[src/rtl/syndrome_gen_pkg.sv]
// rtl/syndrome_gen_pkg.sv - shared code dimensions, types and state encoding for the syndrome generator
package syndrome_gen_pkg;

    localparam int Q      = 3;
    localparam int T      = 2;
    localparam int N_MSG  = Q * Q;
    localparam int N_ROWS = 2 * T * Q;
    localparam int K_LEN  = N_MSG + N_ROWS;
    localparam int LOGN   = 4;

    typedef logic [K_LEN-1:0]  cw_t;
    typedef logic [N_ROWS-1:0] syn_t;
    typedef logic [LOGN-1:0]   row_idx_t;

    typedef enum logic [1:0] {
        ST_IDLE        = 2'd0,
        ST_WAIT_CIPHER = 2'd1,
        ST_ACCUM       = 2'd2,
        ST_DONE        = 2'd3
    } state_t;

endpackage

[src/rtl/syndrome_gen_if.sv]
// rtl/syndrome_gen_if.sv - cipher/parity-row inputs and syndrome result bundle
interface syndrome_gen_if;
    import syndrome_gen_pkg::*;

    logic     start;
    logic     cipher_ready;
    cw_t      cipher;
    logic     parity_ready;
    cw_t      parity_check_row;
    logic     row_req;
    row_idx_t row_idx;
    syn_t     syndrome;
    logic     syndrome_ready;
    logic     error_free;

    modport master (
        output start, cipher_ready, cipher, parity_ready, parity_check_row,
        input  row_req, row_idx, syndrome, syndrome_ready, error_free
    );

    modport slave (
        input  start, cipher_ready, cipher, parity_ready, parity_check_row,
        output row_req, row_idx, syndrome, syndrome_ready, error_free
    );

endinterface

[src/rtl/syndrome_gen_parity_dot.sv]
// rtl/syndrome_gen_parity_dot.sv - GF(2) dot product of a parity-check row and a codeword
module parity_dot #(
    parameter int W = 21
) (
    input  logic [W-1:0] row,
    input  logic [W-1:0] vec,
    output logic         dot
);

    assign dot = ^(row & vec);

endmodule

[src/rtl/syndrome_gen.sv]
// rtl/syndrome_gen.sv - streams parity-check rows against a latched cipher and assembles the syndrome
module syndrome_gen
    import syndrome_gen_pkg::*;
(
    input  logic           clk,
    input  logic           reset,
    syndrome_gen_if.slave  bus
);

    localparam row_idx_t LAST_ROW = row_idx_t'(N_ROWS - 1);

    state_t   state_q, state_d;
    row_idx_t cnt_q, cnt_d;
    cw_t      cipher_q, cipher_d;
    syn_t     syn_q, syn_d;
    logic     rdy_q, rdy_d;
    logic     ef_q, ef_d;
    logic     dot_bit;

    parity_dot #(.W(K_LEN)) u_parity_dot (
        .row (bus.parity_check_row),
        .vec (cipher_q),
        .dot (dot_bit)
    );

    always_ff @(posedge clk or negedge reset) begin
        if (!reset) begin
            state_q  <= ST_IDLE;
            cnt_q    <= '0;
            cipher_q <= '0;
            syn_q    <= '0;
            rdy_q    <= 1'b0;
            ef_q     <= 1'b0;
        end else begin
            state_q  <= state_d;
            cnt_q    <= cnt_d;
            cipher_q <= cipher_d;
            syn_q    <= syn_d;
            rdy_q    <= rdy_d;
            ef_q     <= ef_d;
        end
    end

    always_comb begin
        state_d  = state_q;
        cnt_d    = cnt_q;
        cipher_d = cipher_q;
        syn_d    = syn_q;
        rdy_d    = rdy_q;
        ef_d     = ef_q;

        // start overrides everything, including a coincident cipher strobe or row
        if (bus.start) begin
            state_d = ST_WAIT_CIPHER;
            cnt_d   = '0;
            syn_d   = '0;
            rdy_d   = 1'b0;
            ef_d    = 1'b0;
        end else begin
            unique case (state_q)
                ST_IDLE: ;
                ST_WAIT_CIPHER: begin
                    if (bus.cipher_ready) begin
                        cipher_d = bus.cipher;
                        state_d  = ST_ACCUM;
                    end
                end
                ST_ACCUM: begin
                    if (bus.parity_ready) begin
                        syn_d[cnt_q] = dot_bit;
                        if (cnt_q == LAST_ROW) begin
                            state_d = ST_DONE;
                        end else begin
                            cnt_d = cnt_q + 1'b1;
                        end
                    end
                end
                ST_DONE: begin
                    rdy_d = 1'b1;
                    ef_d  = (syn_q == '0);
                end
                default: state_d = ST_IDLE;
            endcase
        end
    end

    assign bus.row_req        = (state_q == ST_ACCUM);
    assign bus.row_idx        = cnt_q;
    assign bus.syndrome       = syn_q;
    assign bus.syndrome_ready = rdy_q;
    assign bus.error_free     = ef_q;

endmodule

[src/flat_wrapper.sv]
// flat-port wrapper written by rule: the top's interface ports become plain ports
module syndrome_gen_flat import syndrome_gen_pkg::*;
  (clk, reset, bus_start, bus_cipher_ready, bus_cipher, bus_parity_ready, bus_parity_check_row, bus_row_req, bus_row_idx, bus_syndrome, bus_syndrome_ready, bus_error_free);
  syndrome_gen_if bus_i ();
  input  logic clk;
  input  logic reset;
  input wire logic [$bits(bus_i.start)-1:0] bus_start;
  input wire logic [$bits(bus_i.cipher_ready)-1:0] bus_cipher_ready;
  input wire logic [$bits(bus_i.cipher)-1:0] bus_cipher;
  input wire logic [$bits(bus_i.parity_ready)-1:0] bus_parity_ready;
  input wire logic [$bits(bus_i.parity_check_row)-1:0] bus_parity_check_row;
  output wire logic [$bits(bus_i.row_req)-1:0] bus_row_req;
  output wire logic [$bits(bus_i.row_idx)-1:0] bus_row_idx;
  output wire logic [$bits(bus_i.syndrome)-1:0] bus_syndrome;
  output wire logic [$bits(bus_i.syndrome_ready)-1:0] bus_syndrome_ready;
  output wire logic [$bits(bus_i.error_free)-1:0] bus_error_free;
  assign bus_i.start = bus_start;
  assign bus_i.cipher_ready = bus_cipher_ready;
  assign bus_i.cipher = bus_cipher;
  assign bus_i.parity_ready = bus_parity_ready;
  assign bus_i.parity_check_row = bus_parity_check_row;
  assign bus_row_req = bus_i.row_req;
  assign bus_row_idx = bus_i.row_idx;
  assign bus_syndrome = bus_i.syndrome;
  assign bus_syndrome_ready = bus_i.syndrome_ready;
  assign bus_error_free = bus_i.error_free;
  syndrome_gen u_core (.clk(clk), .reset(reset), .bus(bus_i));
endmodule
[config.mk]
export PLATFORM = sky130hd
export DESIGN_NAME = syndrome_gen_flat
export DESIGN_NICKNAME = d
export VERILOG_FILES = /design/src/rtl/syndrome_gen_pkg.sv /design/src/rtl/syndrome_gen_if.sv /design/src/rtl/syndrome_gen_parity_dot.sv /design/src/rtl/syndrome_gen.sv /design/src/flat_wrapper.sv
export SDC_FILE = /design/constraint.sdc
export NUM_CORES = 1
export LEC_CHECK = 0
export ABC_AREA = 1
export CAP_MARGIN = 20
export CORE_AREA = 2 2 57 99
export CTS_CLUSTER_SIZE = 20
export DETAILED_ROUTE_END_ITERATION = 6
export DIE_AREA = 0 0 59 101
export HOLD_SLACK_MARGIN = 0.06
export PLACE_DENSITY = 0.79
export SYNTH_ARGS = -nofsm -noshare
export SYNTH_HDL_FRONTEND = slang
export SYNTH_SLANG_ARGS = --single-unit
[constraint.sdc]
create_clock -name clk -period 1.68 [get_ports clk]
set_clock_uncertainty 0.1 [all_clocks]
set_input_delay 0.252 -clock clk [delete_from_list [all_inputs] [get_ports clk]]
set_output_delay 0.252 -clock clk [all_outputs]
set_load 0.005 [all_outputs]
# Word-level counts from Yosys, hierarchy flattened
# Index checks and enable logic that the tools add are counted.
[classes]
n_mux = 19
n_reduce_logical = 11
eq_ne = 8
n_lt_le_gt_ge = 2
addsub = 1
bitwise_logic = 2
[ops]
columns = ["operator", "n"]
rows = [
  ["12-bit 2-to-1 mux", 3],
  ["21-bit bitwise AND", 1],
  ["21-bit XOR reduction", 1],
  ["4-bit 2-to-1 mux", 4],
  ["12-bit bitwise mux", 1],
  ["12-bit zero test", 1],
  ["2-bit 2-to-1 mux", 4],
  ["3-bit inequality test, second input constant", 2],
  ["3-bit AND reduction", 2],
  ["2-bit nonzero test", 3],
  ["4-bit by 5-bit < comparator with 1-bit output, second input constant", 1],
  ["1-bit 2-to-1 mux", 5],
  ["4-bit by 1-bit adder with 4-bit output, second input constant", 1],
  ["1-bit demux with 4-bit select", 1],
  ["2-bit equality test, second input constant", 2],
  ["4-bit equality test, second input constant", 1],
  ["4-bit by 1-bit greater-or-equal comparator with 1-bit output, second input constant", 1],
  ["2-bit case mux with 2 select lines", 1],
  ["4-bit AND reduction", 1],
  ["3-bit by 2-bit inequality test with 1-bit output, second input constant", 1],
  ["3-bit nonzero test", 1],
  ["2-bit by 1-bit equality test with 1-bit output, second input constant", 1],
  ["2-bit inequality test, second input constant", 1],
  ["2-bit AND reduction", 1],
  ["2 further kinds", 2],
]
[totals]
elab_cells = 49
register_bits = 41
out_inout_bits = 19

# Depth between registers and ports, before layout
[depth]
word_depth = 8
mapped_depth = 14
depth_no_buf = 13

# Hierarchy
# From an unflattened synthesis, not the netlist that was laid out.
[unflattened]
hier_cells = 406
hier_area_um2 = 2615.0
[modules_own_cells]
columns = ["mod", "area_per_inst_um2", "instances", "cells_each", "seq_area_each_um2"]
rows = [
  ["syndrome_gen", 2023.2, 1, 268, 1026.0],
  ["parity_dot", 591.8, 1, 138, 0.0],
]

# Least setup slack after synthesis
# OpenSTA, ideal clock, no wires.
[synth_timing]
path_type = "register -> register"
from = "reg u_core.cipher_q[15]"
to = "reg u_core.syn_q[8], in the netlist u_core.bus.syndrome[8]"
arrival_ns = 1.265
setup_ns = 0.117
slack_ns = 0.198
stages_incl_launch_ff = 14
cell_sequence = "dfrtp_1 nand2_1 nand3_1 nand2_1 inv_1 nand2_1 nand2_2 nand2_1 nand2_1 nand2_2 nand3_2 buf_6 nand3_1 nand2_1"
[synth_between]
elab_chain_cells = 6
[synth_lines]
columns = ["element", "line_no", "source"]
rows = [
  ["from (decl)", "syndrome_gen.sv:14", "cw_t cipher_q, cipher_d;"],
  ["from (signal assigned)", "syndrome_gen.sv:37", "cipher_q <= cipher_d;"],
  ["21-bit bitwise AND", "syndrome_gen_parity_dot.sv:10", "assign dot = ^(row & vec);"],
  ["21-bit XOR reduction", "syndrome_gen_parity_dot.sv:10", ""],
  ["12-bit bitwise mux", "syndrome_gen.sv:70", "syn_d[cnt_q] = dot_bit;"],
  ["12-bit 2-to-1 mux", "syndrome_gen.sv:69", "if (bus.parity_ready) begin"],
  ["12-bit 2-to-1 mux", "syndrome_gen.sv:60", "unique case (state_q)"],
  ["12-bit 2-to-1 mux", "syndrome_gen.sv:53", "if (bus.start) begin"],
  ["to (signal assigned)", "syndrome_gen.sv:38", "syn_q <= syn_d;"],
  ["to (decl)", "syndrome_gen.sv:15", "syn_t syn_q, syn_d;"],
]
# No other way between the ends. The select of a mux whose other input is x is not followed.
# A chain may end at the register's enable or synchronous reset.

# Worst setup path in the final report
[layout_timing]
from = "reg u_core.cipher_q[16]"
to = "reg u_core.syn_q[11], in the netlist u_core.bus.syndrome[11]"
# Same word-level chain as after synthesis.

==> metrics.cfg <==
[sta]
maxSlewViolCount = 0
tns_ns = 0
finalSetupViolations = 0
postLayoutSetupSlackWorst_ns = 0.0366
fmax_mhz = 608
finalHoldViolCount = 0
period_minus_slack_ns = 1.64
period_share_pct = 97.8
max_slew_margin_pct = 71.9
rsz0062_at_grt = true
fin_hold_ws_ns = 0.322
worstMarginPinSlew_ns = 0.422

[drt]
drtPass1Iterations = 4
route.met2.wl_um = 4010
route.met3.wl_um = 259
first_iter_violations = 102
routed_via_density = 5.28
ant_nets = 0
wl_per_cell_um = 13.6
met1Wirelength_um = 2330
drc = 0
vias = 2617
highest_layer = met4
wl_um = 6760

[clocking]
cts_sinks = 41
cts_max_level = 2
clkLatencyLatePin_ns = 0.29
cts_tree = built
cts-root-buf = clkbuf_8
cts_buffers = 5
path_clk_slew_ns = 0.08
cts_buffer_depth = 2

[power]
total_power_uw = 3650
power.density_nw_per_um2 = 1020
vdd_drop_max_v = 0.000592
leakage_uw = 0.00187

[global_routing]
grt_max_degree = 27
grt_pass1_vias = 2539
grt_usage_pct = 23.5
grt_overflow_total = 0
grt_pass1_wl_um = 10800
antenna_found_initial = 0

[logic_synthesis]
synth_compound_area_share_pct = 4.30
ys_seq_area_share_pct = 41.5
synth_top_family_by_area = simple AND/OR/NAND/NOR gates
yosys_warnings = 0
synthSimpleGateAreaFrac_pct = 41.5
syn_nets = 415
synthCells = 364
netlist-cell-type-count = 21
synth_adder_area_share_pct = 2.03
ys_ff_latch = 41
syn_avg_cell_area_um2 = 6.79
syn-cell-area_um2 = 2470
synthMuxAreaShare_pct = 0
synthXorXnorAreaFrac_pct = 1.77

[worst_setup_path]
crit_path_end_kind = register
startpoint_type = register
crit_type = reg2reg
r2r_slack_ns = 0.04
cp_max_fo = 6
worstPathRequired_ns = 1.76
crit_arrival_ns = 1.72

[final_layout]
antenna-diode-count = 0
area_growth_pct = 44.4
nNetsFinal = 491
finalNonFillerCells = 496
drive_gt1_share_pct = 19.0

[floorplan]
fp.dieW_um = 59
rows = 35
io_pins = 66
die_h_um = 101
die_area_um2 = 5960
start_util_pct = 47.8
fp.coreArea_um2 = 5170

[placement]
hpwlAfterDp_um = 4910
gp_congestion = 0.882
port-buffer-count = 65
dp.cells = 484
dpl_worst_slack_ns = -0.446

[flow_run]
drv_cap = 0

[min_path]
worstHoldPathType = in2async

[status]
status = complete, no violations

==> kinds of logic after synthesis <==
family	count (synthesis)
flip-flops	41
AND/OR/NAND/NOR	244
adder cells (fa/ha/maj)	4
XOR/XNOR	5
buffers and inverters	50
AO/OA/AOI/OAI	20
==> repair_timing <==
action,in CTS,in global routing
resized for setup,8,61
endpoints found under the hold margin,15,0
cloned,1,1
setup buffers,1,0
pin swaps,0,22
hold buffers,1,0
endpoints found under the setup margin,13,13
==> registers in the layout (all words and copies together), names as in the netlist <==
register                   flops
u_core.bus.error_free          1
u_core.bus.row_idx             4
u_core.bus.syndrome           12
u_core.bus.syndrome_ready      1
u_core.cipher_q               21
u_core.state_q                 2
==> where the power goes <==
group	leakage, uW	total, uW	switching, uW	internal, uW
Combinational	0.00128	1540	924	615
Sequential	0.000531	1280	131	1150
Clock	0.0000585	829	344	485
==> Yosys cell counts <==
master	instances	area [um^2]
buf_6	3	33.8
clkbuf_1	2	7.51
a31oi_1	2	12.5
nor2_1	8	30.0
xor2_1	2	17.5
buf_2	6	30.0
xnor2_1	3	26.3
nand2_1	183	687
clkbuf_2	1	5.00
nand3_2	3	30.0
inv_1	38	143
nor4_1	14	87.6
nand2_2	7	43.8
a21oi_1	2	10.0
o21ai_2	1	8.76
ha_1	4	50.1
nand4_1	2	12.5
nand3_1	25	125
dfrtp_1	41	1030
nor3_1	2	10.0
o21ai_0	15	75.1
==> metal layers <==
metal | vias up | GRT usage [%]
li1 | 1297 | -
met1 | 1234 | 23.4
met2 | 72 | 45.1
met3 | 14 | 3.47
met4 | 0 | 11.4
met5 | - | 0
==> metrics by stage <==
| stage | utilization, % | instance area (um^2) |
|---|---|---|
| 2_1_floorplan | - | 2470 |
| 3_3_place_gp | 62.2 | 3210 |
| 3_5_place_dp | 62.2 | 3210 |
| 4_1_cts | 65.4 | 3380 |
| 5_1_grt | 69.1 | 3570 |
| 6_report | 69.1 | 3570 |
==> worst paths after layout <==
check | startpoint | depth (start not counted) | to
max in group asynchronous | reset | 3 | u_core.bus.syndrome[11]
setup reg to reg | u_core.cipher_q[16] | 12 | u_core.bus.syndrome[11]
hold / removal | reset | 2 | u_core.bus.syndrome[4]
min in group clk | u_core.cipher_q[2] | 2 | u_core.cipher_q[2]
setup / recovery | u_core.cipher_q[16] | 12 | u_core.bus.syndrome[11]
hold reg to reg | u_core.cipher_q[2] | 2 | u_core.cipher_q[2]
==> area by class of cell <==
| cell class | instances | area, um^2 |
|---|---|---|
| Sequential cell | 41 | 1030 |
| Tap cell | 55 | 68.8 |
| Clock inverter | 1 | 30.0 |
| Clock buffer | 7 | 86.3 |
| Timing Repair Buffer | 79 | 783 |
| Fill cell | 457 | 1600 |
| Multi-Input combinational cell | 275 | 1430 |
| Inverter | 38 | 145 |
==> layout by cell type (no fill, tap or decap), drive strengths merged <==
cell type,instances
clkdlybuf4s50,57
bufinv,1
clkbuf,7
xor2,2
nand2,191
nor2,8
dlygate4sd3,1
o21ai,16
dfrtp,41
buf,14
nand4,2
nand3,29
ha,4
dlymetal6s2s,6
dlygate4sd2,1
nor4,14
xnor2,3
nor3,2
a21oi,2
inv,38
a31oi,2
==> critical path: stages, from the launching register on <==
cell     delay [ns]
dfrtp_1        0.42
nand2_1        0.09
nand3_2        0.08
nand2_4        0.09
inv_4          0.04
nand2_2        0.05
nand3_2        0.08
nand2_4        0.10
inv_2          0.05
nand2_4        0.11
nand3_4        0.15
nand3_2        0.11
nand2_2        0.05
(Power assumes the default switching activity.)
